<file path="config.mk">
export PLATFORM = sky130hd
export DESIGN_NAME = cp0_ctrl
export DESIGN_NICKNAME = d
export VERILOG_FILES = /design/src/rtl/cp0_ctrl.sv
export SDC_FILE = /design/constraint.sdc
export NUM_CORES = 1
export LEC_CHECK = 0
export ABC_CLOCK_PERIOD_IN_PS = 3000
export CAP_MARGIN = 10
export CORE_ASPECT_RATIO = 1.75
export CORE_UTILIZATION = 40
export DETAILED_ROUTE_END_ITERATION = 12
export GPL_TIMING_DRIVEN = 0
export MAX_ROUTING_LAYER = met4
export PLACE_DENSITY = 0.82
export SYNTH_ARGS = -nofsm -noshare
export SYNTH_HDL_FRONTEND = slang
export SYNTH_SLANG_ARGS = --single-unit
</file>
<file path="constraint.sdc">
create_clock -name clk_i -period 3 [get_ports clk_i]
set_clock_uncertainty 0.05 [all_clocks]
set_input_delay 0.3 -clock clk_i [delete_from_list [all_inputs] [get_ports clk_i]]
set_output_delay 0.3 -clock clk_i [all_outputs]
set_load 0.02 [all_outputs]
</file>
<file path="src/rtl/cp0_ctrl.sv">
// cp0_ctrl: CP0 register file with timer interrupt and exception/ERET sequencing for the MEM stage
module cp0_ctrl #(
  parameter logic [31:0] EXC_VECTOR = 32'hBFC0_0380,
  parameter logic [31:0] STATUS_RST = 32'h0040_0000
) (
  input  logic        clk_i,
  input  logic        rst_i,
  input  logic        we_i,
  input  logic [4:0]  waddr_i,
  input  logic [31:0] wdata_i,
  input  logic [4:0]  raddr_i,
  output logic [31:0] rdata_o,
  input  logic [5:0]  int_i,
  input  logic [31:0] exception_type_i,
  input  logic [31:0] pc_i,
  input  logic        in_delayslot_i,
  input  logic [31:0] bad_addr_i,
  output logic [31:0] status_o,
  output logic [31:0] cause_o,
  output logic [31:0] epc_o,
  output logic        flush_o,
  output logic [31:0] new_pc_o,
  output logic        timer_int_o
);
  localparam logic [4:0] R_BADV = 5'd8, R_COUNT = 5'd9, R_CMP = 5'd11, R_STATUS = 5'd12, R_CAUSE = 5'd13, R_EPC = 5'd14;
  logic [31:0] status, cause, epc, bad_vaddr, count, compare;
  logic        tick, timer_int;
  logic        exc, eret, mtc0, byp;
  logic [31:0] status_w, cause_w;
  assign eret = exception_type_i == 32'he;
  assign exc = exception_type_i != 32'h0 && !eret;
  assign mtc0 = we_i && !exc && !eret;
  assign byp = we_i && waddr_i == raddr_i;
  assign status_w = (wdata_i & 32'h0000_FF03) | 32'h0040_0000;
  assign cause_w = {cause[31:10], wdata_i[9:8], cause[7:0]};
  always_ff @(posedge clk_i) begin
    if (rst_i) begin
      status    <= STATUS_RST;
      cause     <= '0;
      epc       <= '0;
      bad_vaddr <= '0;
      count     <= '0;
      compare   <= '0;
      tick      <= 1'b0;
      timer_int <= 1'b0;
    end else begin
      tick      <= ~tick;
      count     <= (mtc0 && waddr_i == R_COUNT) ? wdata_i : count + 32'(tick);
      compare   <= (mtc0 && waddr_i == R_CMP) ? wdata_i : compare;
      timer_int <= (mtc0 && waddr_i == R_CMP) ? 1'b0 : (count == compare && compare != '0) ? 1'b1 : timer_int;
      cause[15:10] <= {int_i[5] | timer_int, int_i[4:0]};
      if (mtc0 && waddr_i == R_CAUSE) cause[9:8] <= wdata_i[9:8];
      if (mtc0 && waddr_i == R_STATUS) status <= status_w;
      if (mtc0 && waddr_i == R_EPC) epc <= wdata_i;
      if (eret) status[1] <= 1'b0;
      if (exc) begin
        status[1]  <= 1'b1;
        cause[6:2] <= exception_type_i == 32'h1 ? 5'd0 : exception_type_i[4:0];
        if (!status[1]) begin
          epc       <= in_delayslot_i ? pc_i - 32'd4 : pc_i;
          cause[31] <= in_delayslot_i;
        end
        if (exception_type_i == 32'h4 || exception_type_i == 32'h5) bad_vaddr <= bad_addr_i;
      end
    end
  end
  // Status/Cause outputs stay purely registered so the exception encoder sees no combinational loop
  assign status_o    = status;
  assign cause_o     = cause;
  assign epc_o       = epc;
  assign timer_int_o = timer_int;
  assign flush_o     = !rst_i && exception_type_i != 32'h0;
  assign new_pc_o    = !flush_o ? 32'h0 : !eret ? EXC_VECTOR : (we_i && waddr_i == R_EPC) ? wdata_i : epc;
  always_comb begin
    rdata_o = '0;
    if (!rst_i)
      case (raddr_i)
        R_BADV:   rdata_o = bad_vaddr;
        R_COUNT:  rdata_o = byp ? wdata_i : count;
        R_CMP:    rdata_o = byp ? wdata_i : compare;
        R_STATUS: rdata_o = byp ? status_w : status;
        R_CAUSE:  rdata_o = byp ? cause_w : cause;
        R_EPC:    rdata_o = byp ? wdata_i : epc;
        default:  rdata_o = '0;
      endcase
  end
endmodule

</file>
==> metrics.md <==
| Metric | Value |
|---|---|
| M3 GR Usage | 5.62% |
| Crit path DAT | 2630 ps |
| Max Cap Viol | 0 |
| Synth cell count leaders | nand2_1, dfxtp_1, nor2_1 |
| Starting Density | 40.7% |
| Yosys top cell area share | 31.5% |
| Synth area leaders | dfxtp_1, nand2_1, xor2_1 |
| Fraction of layout cells with a size suffix above 1 | 18.0% |
| Final setup violation count | 0 |
| Count leader, synth | nand2_1 |
| Area grow syn2layout | 43.1% |
| DIE HEIGHT | 209 um |
| Worst r2r path cells | 7 |
| Placed instance area | 0.0130 sq mm |
| Core Region | 0.0240 sq mm |
| Register area share after synthesis | 31.5% |
| I/O Buffers | 263 |
| Crit-path max FO | 6 |
| Hold_buf cts | 0 |
| CTS Buf Count | 17 |
| Slowest CP cell | clkdlybuf4s50_1 |
| WP data required | 2650 ps |
| PnR Total Power | 5.12 mW |
| Share of power burned in registers | 42.1% |
| CP Depth | 7 |
| CTS max path bufs | 2 |
| Antenna Violating Nets Remaining | 0 |
| Die width | 120 um |
| CTS clk-pin slew, worst paths | 70 ps |
| Router iterations before antenna repair | 9 |
| Worst setup SP type | input port |
| Met1 GRT Util | 35.8% |
| Pleak | 5.23 nW |
| Gate power share | 16.8% |
| Clock share of power | 41.1% |
| Peak supply drop | 417 uV |
| Design Area, Final | 0.0140 sq mm |
| Global route hottest layer | met2 |
| FP Rows | 75 |
| FMAX | 336 MHz |
| Synth Register Bits | 154 |
| Hold path depth | 3 |
| Detailed Route WL | 44400 um |
| Htree depth | 4 |
| Grt ovf | 0 |
| Slew headroom | 41.4% |
| Power per Cell Area | 366 mW/mm^2 |
| Clk sinks | 154 |
| Min-Delay Path Class | input port to register |
| DRC | 0 |
| Post-synth top area cell | dfxtp_1 |
| Mapped cell area | 0.00979 sq mm |
| Initial antenna violation count | 0 |
| Die Footprint | 0.0251 sq mm |
| Most used cell, CP | clkdlybuf4s50_1 |
| Io pins | 310 |
| CTS tree | built |
| Drt first-iter violations | 1039 |
| RSZ-0062 raised after global routing | true |
| Post-synth EDFFs | 0 |
| Psw | 1.53 mW |
| Critical-path cell list | clkdlybuf4s50_1 -> nand3b_1 -> nor2_1 -> and3_2 -> nand2_1 -> a31oi_1 -> clkdlybuf4s50_1 |
| DP Wirelength | 34500 um |
| Buf/Inv on CP | 2 |
| Top_reg_cell synth | dfxtp_1 |
| Final period util | 99.2% |
| CP max stage delay | 680 ps |
| Crit. End Element | output port |
| Final RePlAce weighted congestion | 1.01 |
| Fin crit period | 2980 ps |
| CTS root buffer | clkbuf_16 |
| Vias per cell | 5.94 |
| Ant. Diodes | 0 |
| Via count | 11600 |
| Final hold vios | 0 |
| Worst-Skew Late Latency | 440 ps |
| Synth Warn # | 0 |
| Post-Synthesis Cells | 1307 |
| Post-synthesis cell type count | 52 |
| WL per Instance | 22.6 um |
| Int Pwr | 3.59 mW |
| Max Slew Vio Count | 0 |
| Status | completed |
| First-pass GRT wire length | 65500 um |
| # nets final | 1791 |
| Syn avg cell area | 7.49 sq um |
| Worst path top cell family by delay | buffers and inverters |
| Worst-Margin Slew | 878 ps |
| Total GRT Usage | 36.0% |
| Grt met2 use | 59.1% |
| Vias in the first global route | 11500 |
| Switching portion of total power | 29.8% |
| Post-synth ARST share | 0% |
| Largest net degree at the start of global routing | 17 |
| Crit path kind | input port to output port |
[layout by cell type (no fill, tap or decap), drive strengths merged, types with 15 or more instances in the layout]
master / count
a21oi: 107
nor4: 45
mux2: 22
a211oi: 30
a22oi: 48
clkdlybuf4s50: 194
buf: 100
a31oi: 19
conb: 40
xor2: 79
nand2: 294
dfxtp: 154
a311oi: 32
nor3: 21
clkbuf: 103
xnor2: 18
o21ai: 24
a221oi: 24
clkdlybuf4s15: 20
nand4: 15
nor2: 126
nand3: 23
[power groups by stage]
| stage | clock network (mW) | logic, mW | registers, mW |
|---|---|---|---|
| after floorplan | 0 | 0.304 | 2.22 |
| after global placement | 0 | 0.797 | 2.20 |
| after detailed placement | 0 | 0.806 | 2.20 |
| after CTS | 2.11 | 0.831 | 2.15 |
| after global routing | 2.18 | 0.900 | 2.16 |
| final | 2.10 | 0.861 | 2.16 |
[logic make-up (layout without fill, tap and decap cells)]
family,Yosys count,after routing,share of synthesized area (%)
and+or+nand+nor,573,573,26.0
AOI/OAI and AO/OA,295,295,21.2
DFF,154,154,31.5
buffers and inverters,147,455,8.14
xor gates and xnor gates,97,97,8.68
muxes,36,36,3.96
adders and majority gates,3,3,0.384
other,2,40,0.0767
[worst paths after layout]
check	slack, ps	to	startpoint
setup / recovery	20	new_pc_o[31]	we_i
setup reg to reg	560	count[31]$_SDFF_PP0_	count[6]$_SDFF_PP0_
hold / removal	260	cause_o[3]$_SDFFE_PP0P_	exception_type_i[1]
hold reg to reg	360	tick$_SDFF_PP0_	tick$_SDFF_PP0_
[cell type report]
| cell class | count | area (sq um) |
|---|---|---|
| Inverter | 6 | 22.5 |
| Clock inverter | 13 | 108 |
| Fill cell | 2262 | 10000 |
| Sequential cell | 154 | 3080 |
| Clock buffer | 19 | 453 |
| Buffer | 137 | 871 |
| Timing Repair Buffer | 280 | 2640 |
| Tap cell | 308 | 385 |
| Multi-Input combinational cell | 1044 | 6440 |
[sequential cells by signal (all words and copies together), names as in the netlist]
signal,count
bad_vaddr,32
compare,32
epc_o,32
cause_o,14
count,32
tick,1
status_o,10
timer_int_o,1
[metrics by stage]
stage          worst slack (ps)  util (%)  setup TNS [ps]  hold WS (ps)  cells
4_1_cts                   -1.44      58.0           -1.44           265   1958
6_report                   23.2      58.3               0           260   1961
2_1_floorplan               400         -               0           339   1345
3_5_place_dp              -1370      54.0         -106080           356   1917
3_3_place_gp              -1610      53.9         -127880           351   1916
5_1_grt                   -9.72      58.3           -39.2           263   1961
[layer usage]
metal,up-vias,part of all wire (%)
li1,5236,-
met1,5283,33
met2,827,47
met3,294,8.3
met4,0,12
met5,-,0
[timing repair]
action	4_1_cts	5_1_grt
cloned	0	0
setup buffers	13	3
resized for setup	233	85
endpoints found under the setup margin	95	91
pin swaps	11	5
[worst reg2reg max path: stages (launching register included)]
cell and delay [ps]:
dfxtp_1 310, clkbuf_1 320, and4_1 330, nand4_1 290
nor3_1 480, nand3_1 180, xor2_1 190, a211oi_1 210
Note: power is estimated with default switching activity, not from simulation.
